### config.mk
export PLATFORM = sky130hd
export DESIGN_NAME = fwd_hazard_ctrl
export DESIGN_NICKNAME = d
export VERILOG_FILES = /design/src/rtl/fwd_hazard_ctrl.sv
export SDC_FILE = /design/constraint.sdc
export NUM_CORES = 1
export LEC_CHECK = 0
export ABC_AREA = 1
export CORE_MARGIN = 10
export CORE_UTILIZATION = 65
export CTS_CLUSTER_DIAMETER = 120
export DETAILED_ROUTE_END_ITERATION = 10
export DONT_BUFFER_PORTS = 1
export PLACE_DENSITY = 0.81
export SETUP_SLACK_MARGIN = 0.1
export SYNTH_ARGS = -nofsm -noshare
export SYNTH_HDL_FRONTEND = slang
export SYNTH_SLANG_ARGS = --single-unit
### constraint.sdc
create_clock -name clk -period 2.1 [get_ports clk]
set_clock_uncertainty 0.05 [all_clocks]
set_input_delay 0.315 -clock clk [delete_from_list [all_inputs] [get_ports clk]]
set_output_delay 0.315 -clock clk [all_outputs]
set_load 0.1 [all_outputs]
### src/rtl/fwd_hazard_ctrl.sv
// EX-stage forwarding select generation and load-use hazard detection.
// Optional statistics counters are enabled with FWD_HAZARD_STAT_EN.
module fwd_hazard_ctrl #(
  parameter int NREG_BIT        = 5,
  parameter int MUX_FWD_RF_NBIT = 2
) (
  input  logic                       clk,
  input  logic                       rst_n,
  input  logic                       pl_freeze,
  input  logic                       flush,
  input  logic                       id_valid,
  input  logic [NREG_BIT-1:0]        id_rf_ra,
  input  logic [NREG_BIT-1:0]        id_rf_rb,
  input  logic                       id_use_a,
  input  logic                       id_use_b,
  input  logic [NREG_BIT-1:0]        id_rf_wa,
  input  logic                       id_rf_we,
  input  logic                       id_is_load,
  output logic                       id_stall,
  output logic                       ex_bubble,
  output logic [MUX_FWD_RF_NBIT-1:0] mux_fwd_rf_a,
  output logic [MUX_FWD_RF_NBIT-1:0] mux_fwd_rf_b
`ifdef FWD_HAZARD_STAT_EN
  ,
  output logic [31:0]                stat_stall_cnt,
  output logic [31:0]                stat_fwd_cnt
`endif
);

  localparam logic [MUX_FWD_RF_NBIT-1:0] SEL_NORM = MUX_FWD_RF_NBIT'(0);
  localparam logic [MUX_FWD_RF_NBIT-1:0] SEL_TMP  = MUX_FWD_RF_NBIT'(1);
  localparam logic [MUX_FWD_RF_NBIT-1:0] SEL_DAT  = MUX_FWD_RF_NBIT'(2);

  logic                ex_v, ex_we, ex_ld;
  logic [NREG_BIT-1:0] ex_wa;
  logic                ma_v, ma_we;
  logic [NREG_BIT-1:0] ma_wa;

  logic [NREG_BIT-1:0]        src_r [2];
  logic [1:0]                 src_use;
  logic [1:0]                 hit_e;
  logic [1:0]                 hit_m;
  logic [MUX_FWD_RF_NBIT-1:0] sel_next [2];
  logic                       load_ex;

  assign src_r[0] = id_rf_ra;
  assign src_r[1] = id_rf_rb;
  assign src_use  = {id_use_b, id_use_a};

  genvar gi;
  generate
    for (gi = 0; gi < 2; gi++) begin : g_op
      assign hit_e[gi] = ex_v & ex_we & (ex_wa != '0) & (ex_wa == src_r[gi]);
      assign hit_m[gi] = ma_v & ma_we & (ma_wa != '0) & (ma_wa == src_r[gi]);
      // The EX producer is younger than MA, so it takes priority.
      assign sel_next[gi] = !src_use[gi]            ? SEL_NORM :
                            (hit_e[gi] & !ex_ld)    ? SEL_TMP  :
                            hit_m[gi]               ? SEL_DAT  : SEL_NORM;
    end
  endgenerate

  assign id_stall = id_valid & !flush & !pl_freeze & ex_ld & (|(src_use & hit_e));
  assign load_ex  = id_valid & !flush & !id_stall;

  always_ff @(posedge clk or negedge rst_n) begin
    if (!rst_n) begin
      ex_v         <= 1'b0;
      ex_we        <= 1'b0;
      ex_ld        <= 1'b0;
      ex_wa        <= '0;
      ma_v         <= 1'b0;
      ma_we        <= 1'b0;
      ma_wa        <= '0;
      mux_fwd_rf_a <= SEL_NORM;
      mux_fwd_rf_b <= SEL_NORM;
      ex_bubble    <= 1'b1;
    end else if (!pl_freeze) begin
      ma_v  <= ex_v;
      ma_we <= ex_we;
      ma_wa <= ex_wa;
      if (load_ex) begin
        ex_v         <= 1'b1;
        ex_we        <= id_rf_we;
        ex_ld        <= id_is_load;
        ex_wa        <= id_rf_wa;
        mux_fwd_rf_a <= sel_next[0];
        mux_fwd_rf_b <= sel_next[1];
        ex_bubble    <= 1'b0;
      end else begin
        ex_v         <= 1'b0;
        ex_we        <= 1'b0;
        ex_ld        <= 1'b0;
        ex_wa        <= '0;
        mux_fwd_rf_a <= SEL_NORM;
        mux_fwd_rf_b <= SEL_NORM;
        ex_bubble    <= 1'b1;
      end
    end
  end

`ifdef FWD_HAZARD_STAT_EN
  always_ff @(posedge clk or negedge rst_n) begin
    if (!rst_n) begin
      stat_stall_cnt <= '0;
      stat_fwd_cnt   <= '0;
    end else if (!pl_freeze) begin
      if (id_stall)
        stat_stall_cnt <= stat_stall_cnt + 32'd1;
      if (load_ex && ((sel_next[0] != SEL_NORM) || (sel_next[1] != SEL_NORM)))
        stat_fwd_cnt <= stat_fwd_cnt + 32'd1;
    end
  end
`endif

endmodule

Yosys cells after proc, flatten, opt, wreduce, memory -nomap -nowiden

Cells that the tools add are included.

Mux-type cells: 13
Equality and inequality tests: 4
Reductions and logical operators: 7
Bitwise gates (word level): 16

Operators with widths:

| kind               | count |
|---|---|
| == test 5 bit      | 4 |
| two-way mux 2 bit  | 8 |
| AND 1 bit          | 15 |
| nonzero test 5 bit | 2 |
| two-way mux 5 bit  | 1 |
| logical NOT 1 bit  | 4 |
| two-way mux 1 bit  | 4 |
| AND 2 bit          | 1 |
| OR reduction 2 bit | 1 |

Output and inout bits: 6
Register bits after elaboration: 20
Input port bits: 24
Logic and storage cells: 50

Longest topological paths before layout

Gate-level depths: netlist (run 1).

Word-level depth: 9
Mapped depth: 11
Gate-level depth less buffers: 10

Least setup slack after synthesis (run 1)

No wires, ideal clock.

Path kind: reg-to-output
Start point: register ex_wa[0]
End point: output port id_stall
Path slack: 0.012 ns
Stages on the path, launching flop included: 9
Arrival time: 1.723 ns
Data required time: 1.735 ns
Path buffers: 1
Path through: dfrtp_1 > xnor2_1 > nand3_2 > nor2_2 > nand3_2 > nand2_2 > nand2_2 > buf_6 > inv_1

Cells in the longest elaborated chain, start to end: 6
Elaborated cells between the ends (all ways): 9
Classes of those cells: 2 x eq/ne; 5 x bitwise; 2 x reduce/logical

Ends and longest elaborated chain:

| element                  | line | RTL |
|---|---|---|
| start: declaration       | 35   | `logic [NREG_BIT-1:0] ex_wa;` |
| start signal: assignment | 85   | `ex_wa <= id_rf_wa;` |
| nonzero test 5 bit       | 53   | `assign hit_e[gi] = ex_v & ex_we & (ex_wa != '0) & (ex_wa == src_r[gi]);` |
| AND 1 bit (2 in a row)   | 53   |  |
| AND 2 bit (*)            | 62   | `assign id_stall = id_valid & !flush & !pl_freeze & ex_ld & (\|(src_use & hit_e));` |
| OR reduction 2 bit (*)   | 62   |  |
| AND 1 bit (*)            | 62   |  |
| end: declaration         | 19   | `output logic id_stall,` |

Every way passes the cells marked *; elsewhere a longest branch is shown, timed or not.

Final worst setup path (run 1)

Same ends and word-level chain as after synthesis.

==> reports/qor.yml, run 1 <==
status: "finished with violations"
failed_checks: "negative setup slack"
final_nets: 205
postSynthCellCount: 165
ir_worst_vdd_uv: 389
fin_ws_ps: -35.1
relSlewSlack_pct: 38.3
min-delay-start: "pl_freeze"
path_max_fanout: 5
vias: 1170
io_pins: 30
syn_to_final_growth_pct: 17.4
cap_viol_max_count: 0
grt_pass1_vias: 1193
cts_sinks: 20
postRouteAntennaNets: 0
portBuffers: 0
fillCellCount: 120
drt_first_iter_violations: 96
grt_pass1_wl_um: 5460
p_clk_share_pct: 28.4
finalCriticalPeriod_ps: 2140
wire_per_inst_um: 17.3
power_density_nw_per_um2: 549
path_class: "flip-flop to primary output"
wl_um: 3550
r2r_start: "ex_wa[0]"
grt_max_degree: 24
grt_antenna_before_repair: 0
cts_buffer_depth: 2
power_leakage_uw: 0.000782
syn_area_um2: 1250
cts.htree.levels: 1
hold_viol: 0
finalMaxSlewViolations: 0
syn_avg_cell_area_um2: 7.58
swShare_pct: 29.4
drcViolationCount: 0
timing.final.crit_share_pct: 102
insertion_delay_ps: 310
p_total_uw: 806
die_w_um: 63.9
grt_setup_unrepaired: "yes"
report.final.setup_viol: 1
die-area_um2: 4080
fin_util_pct: 82.3
power_switching_uw: 237
fmax_ghz: 0.468
overflow: 0
core_area_um2: 1780
synth_nets: 189
crit_arrival_ps: 1770
yosysWarnings: 0
seq_power_share_pct: 55.5
cts_tree: "yes"
synth-seq-area-share_pct: 40.1
synth_seq_cells: 20
vias_per_cell: 5.71
drt_pass1_iterations: 4
drive_gt1_share_pct: 28.3
dpl.hpwl_um: 2370
cp-start-kind: "flip-flop"
place_ws_ps: 355
worstPathRequired_ps: 1740
synthDistinctLibCells: 22
gp_congestion: 0.849
hold_class: "input port to flip-flop"
worst_pin_slew_ps: 922
row_count: 15
cts_inserted_buffers: 3
reg2reg_slack_ps: 400
critical_path.startpoint: "ex_wa[0]"
end_kind: "primary output"
pwr-share-comb_pct: 16.1
antennaDiodeCount: 0
grt.total_usage_pct: 16.8
clockRootBuffer: "clkbuf_4"
die_y_um: 63.9
clkSlewWorstSetupHoldPaths_ps: 110
p_int_uw: 569
start_util_pct: 70.1
## layout make-up
| class | count | area, um2 | share of cell area [%] |
|---|---|---|---|
| tap | 25 | 31.3 | 2.13 |
| timing repair buffer | 15 | 128 | 8.70 |
| clock buffer | 4 | 36.3 | 2.47 |
| multi-input combinational | 118 | 676 | 46.0 |
| sequential | 20 | 507 | 34.5 |
| inverter | 23 | 90.1 | 6.14 |
## power groups by stage
stage / clock [uW] / combinational, uW / sequential, uW
floorplan: 0 / 85.6 / 443
global placement: 0 / 93.0 / 446
detailed placement: 0 / 98.3 / 449
CTS: 230 / 120 / 443
global route: 250 / 144 / 450
finish: 229 / 129 / 447
## through the flow
| step | cell area, um2 | std cells | hold slack, ps | TNS [ps] |
|---|---|---|---|---|
| 2_1_floorplan | 1250 | 165 | -30.6 | 0 |
| 3_3_place_gp | 1330 | 193 | -30.0 | 0 |
| 3_5_place_dp | 1330 | 193 | -30.0 | 0 |
| 4_1_cts | 1430 | 203 | 46.9 | 0 |
| 5_1_grt | 1470 | 205 | 40.0 | -98.9 |
| 6_report | 1470 | 205 | 43.6 | -35.1 |
## cells in the mapped netlist (all sizes together)
cell    number  share of area (%)
nand2       55                 17
inv         23                6.9
dfrtp       19                 38
nor2        18                5.6
nand3       17                 11
xor2        11                7.7
o21ai        9                3.6
a21oi        2                1.7
buf          2                1.3
clkbuf       2               0.60
nand4        2                1.5
nor3         2                1.2
xnor2        2                1.4
dfstp        1                2.1
## logic make-up after synthesis
kind of cell              synth area share [%]
and+or+nand+nor                           36.6
buffers and inverters                     8.81
DFF                                       40.1
xor gates and xnor gates                  9.11
AOI/OAI and AO/OA                         5.31
## metal layers
| metal | up-vias | track usage, % | part of all wire, % |
|---|---|---|---|
| met5 | - | 0 | 0 |
| met3 | 23 | 5.92 | 11 |
| li1 | 538 | - | - |
| met2 | 81 | 28.9 | 49 |
| met4 | 0 | 10.1 | 5.2 |
| met1 | 528 | 17.0 | 35 |
## worst max-delay path: stages (launching register included)
cell and delay (ps):
dfrtp_2 480, xnor2_1 210, nand3_2 130, nor2_4 160
nand3_2 100, nand2_2 90, nand2_4 60, clkinvlp_4 70
buf_12 160
## sequential cells by signal, indices dropped and copies added, names as in the netlist
signal        cells
ex_bubble         1
ex_ld             1
ex_v              1
ex_wa             5
ex_we             1
ma_v              1
ma_wa             5
ma_we             1
mux_fwd_rf_a      2
mux_fwd_rf_b      2
## path summary, 6_finish.rpt
| path | to | depth (start not counted) |
|---|---|---|
| worst max register to register | ex_wa[2] | 9 |
| max in group asynchronous | ex_wa[3] | 1 |
| worst min register to register | ma_we | 2 |
| min in group asynchronous | ma_wa[3] | 1 |
| worst max-delay path | id_stall | 8 |
| worst min-delay path | ma_wa[1] | 1 |
## placed cells by master (no fill, tap or decap)
cell type	instances
nand3_1	6
dfrtp_1	15
nand4_2	1
clkbuf_4	3
dlygate4sd3_1	1
inv_1	18
xnor2_1	1
nor3_2	1
nand3_2	11
nor3_1	1
nor2_2	2
buf_4	13
nand2_2	2
nor2_4	3
xnor2_2	1
dfstp_2	1
inv_2	4
xor2_1	11
dfrtp_2	4
nand2_4	1
nand4_1	1
nand2_1	52
o21ai_0	9
buf_12	1
nor2_1	13
a21oi_4	1
clkbuf_8	1
clkinvlp_4	1
a21oi_1	1
## repair_timing
| action | CTS | global route |
|---|---|---|
| hold buffers | 1 | 0 |
| buffers inserted | 5 | 2 |
| pin swaps | 2 | 4 |
| resized for setup | 6 | 9 |
| setup endpoints to repair | 1 | 1 |
| hold endpoints to repair | 20 | 0 |
Note: power is estimated with default switching activity, not from simulation.
==> run 2: changes to the inputs <==
HOLD_SLACK_MARGIN = 0.03   (was unset)
==> results of run 2 <==
Same layout as run 1: the final DEF is identical, and so are final timing and power.
==> run 3: changes to the inputs <==
CORE_ASPECT_RATIO = 1.4   (was unset)
CORE_UTILIZATION = 55   (was 65)
PLACE_DENSITY = 0.7   (was 0.81)
==> run 3 against run 2 <==
Against the previous run: final cell count is 3.9% lower; critical path depth rose by 2; sequential cell count unchanged; worst hold slack improved by 13 ps; first-iteration DRC count shrank 71%; non-clock buffer count is 5 lower; the run now ends clean; largest cell class unchanged.
==> reports/qor.yml, run 3 (same netlist as run 1, synthesis figures left out) <==
worstPathRequired_ps: 1740  # about the same
cts.htree.levels: 1  # unchanged
overflow: 0  # unchanged
max_stage_delay_ps: 460  # was 480 ps
vias: 1008  # was 1,170
pwr-share-comb_pct: 15.5  # was 16.1%
die-area_um2: 4610  # was 4080 um2
layout_commonest_cell: "nand2_1"  # unchanged
antennaDiodeCount: 0  # unchanged
grt_pass1_vias: 1039  # was 1,193
crit_slowest_cell: "dfrtp_1"  # was dfrtp_2
ir_worst_vdd_uv: 444  # was 389 uV
drcViolationCount: 0  # unchanged
cts_buffer_depth: 2  # unchanged
reg2regPathDepth: 11  # was 9
cts_sinks: 20  # unchanged
wl_um: 2930  # was 3550 um
power_leakage_uw: 0.000756  # was 0.000782 uW
cp-start-kind: "flip-flop"  # unchanged
final_nets: 200  # was 205
p_total_uw: 745  # was 806 uW
grt_max_degree: 24  # unchanged
fin_util_pct: 64.5  # was 82.3%
grt_setup_unrepaired: "yes"  # unchanged
r2r_start: "ex_wa[1]"  # was ex_wa[0]
finalMaxSlewViolations: 0  # unchanged
crit_arrival_ps: 1660  # was 1770 ps
vias_per_cell: 5.12  # was 5.71
grt_pass1_wl_um: 4720  # was 5460 um
grt_antenna_before_repair: 0  # unchanged
clockRootBuffer: "clkbuf_4"  # unchanged
relSlewSlack_pct: 37.9  # was 38.3%
endpoint: "id_stall"  # unchanged
grt.total_usage_pct: 12.6  # was 16.8%
path_max_fanout: 5  # unchanged
insertion_delay_ps: 300  # was 310 ps
seq_power_share_pct: 59.4  # was 55.5%
wire_per_inst_um: 14.9  # was 17.3 um
power_density_nw_per_um2: 530  # was 549 nW/um2
seqCellArea_um2: 504  # was 507 um2
drive_gt1_share_pct: 24.0  # was 28.3%
crit_chain: "inv_2, nand2_1, nand2_1, nand3_2, nor2_2, nand3_2, nand2_2, nand2_4, clkinvlp_4, buf_12"  # was xnor2_1, nand3_2, nor2_4, nand3_2, nand2_2, nand2_4, clkinvlp_4, buf_12
clkSlewWorstSetupHoldPaths_ps: 120  # was 110 ps
hold_class: "input port to flip-flop"  # unchanged
cts_inserted_buffers: 3  # unchanged
portBuffers: 0  # unchanged
cts_tree: "yes"  # unchanged
multi_input_area_um2: 666  # was 676 um2
die_w_um: 60.3  # was 63.9 um
fmax_ghz: 0.494  # was 0.468 GHz
timing.rr.end: "ex_v"  # was ex_wa[2]
hold_viol: 0  # unchanged
die_y_um: 76.4  # was 63.9 um
drt_pass1_iterations: 5  # was 4
drt_first_iter_violations: 28  # was 96
crit_family: "simple AND/OR/NAND/NOR gates"  # unchanged
start_util_pct: 57.4  # was 70.1%
timing.final.crit_share_pct: 96.3  # was 102%
critPathBufInv: 3  # was 2
reg2reg_slack_ps: 480  # was 400 ps
syn_to_final_growth_pct: 12.3  # was 17.4%
p_int_uw: 531  # was 569 uW
p_clk_share_pct: 25.1  # was 28.4%
postRouteAntennaNets: 0  # unchanged
fillCellCount: 208  # was 120
path_class: "flip-flop to primary output"  # unchanged
gp_congestion: 0.923  # was 0.849
finalCriticalPeriod_ps: 2020  # was 2140 ps
critical_path.startpoint: "ex_wa[1]"  # was ex_wa[0]
swShare_pct: 28.7  # was 29.4%
largestRegisters: "ex_wa (5), ma_wa (5)"  # unchanged
cap_viol_max_count: 0  # unchanged
end_kind: "primary output"  # unchanged
io_pins: 30  # unchanged
row_count: 20  # was 15
status: "complete, no violations"  # was finished with violations
worst_pin_slew_ps: 928  # was 922 ps
dpl.hpwl_um: 2270  # was 2370 um
report.final.setup_viol: 0  # was 1
core_area_um2: 2180  # was 1780 um2
power_switching_uw: 214  # was 237 uW
cp.depth: 10  # was 8
final_cell_mix: "52 x nand2_1, 19 x inv_1, 17 x dfrtp_1"  # was 52 x nand2_1, 18 x inv_1, 15 x dfrtp_1
[run 3: changes by cell type in the layout (fill, tap and decap cells not counted), moves of 2 or more]
cell,delta
dfrtp_1,+2
buf_4,-5
nor2_2,+2
nor2_4,-3
dfrtp_2,-2
[run 3: worst min-delay path by stage]
| stage | startpoint | to | slack [ps] | depth (start not counted) |
|---|---|---|---|---|
| final | pl_freeze | ma_wa[2] | 60 | 1 |
| after global placement | rst_n | ma_wa[4] | -30 | 0 |
| after CTS | pl_freeze | ma_wa[1] | 50 | 1 |
| after global routing | pl_freeze | ma_wa[2] | 40 | 1 |
| after detailed placement | rst_n | ma_wa[4] | -30 | 0 |
| after floorplan | rst_n | ex_ld | -30 | 0 |
[run 3: through the flow]
step                setup TNS [ps]  hold WS, ps  cell area, um2  setup slack [ps]  cells
detailed placement               0        -29.7            1320               357    190
global placement                 0        -29.8            1320               381    190
floorplan                        0        -30.6            1250               225    165
global route                 -15.2         43.7            1400             -15.2    197
CTS                              0         48.6            1380              79.3    197
finish                           0         56.8            1400              76.7    197
[run 3: worst reg2reg max path: cells and delay by family, from the launching register on]
family	cells	cell delay [ps]
AO/OA/AOI/OAI	1	70
buffers and inverters	2	280
AND/OR/NAND/NOR	8	640
flip-flops	1	460
[run 3: metal layers]
metal  GRT usage, %  routed length, um
met5              0                  0
met4           4.73                 62
met3           3.83                211
met2           20.0               1450
met1           15.2               1210
[run 3: layout make-up]
cell class                 instances  share of cell area [%]
clock buffer                       4                    1.87
inverter                          23                    6.42
timing repair buffer              10                    6.42
multi-input combinational        118                    47.4
sequential                        20                    35.9
tap                               22                    1.96
[run 3: power by group through the flow]
stage / Combinational [uW] / Clock (uW) / Sequential [uW]
after floorplan: 85.6 / 0 / 443
after global placement: 94.5 / 0 / 447
after detailed placement: 97.7 / 0 / 449
after CTS: 114 / 192 / 442
after global routing: 132 / 208 / 446
final: 115 / 187 / 443
[run 3: timing repair]
item / in CTS / in global routing
hold buffers: 1 / 0
cloned: 0 / 0
setup endpoints to repair: 1 / 1
pin swaps: 1 / 0
setup buffers: 2 / 0
endpoints found under the hold margin: 20 / 0
gates resized for setup: 6 / 3
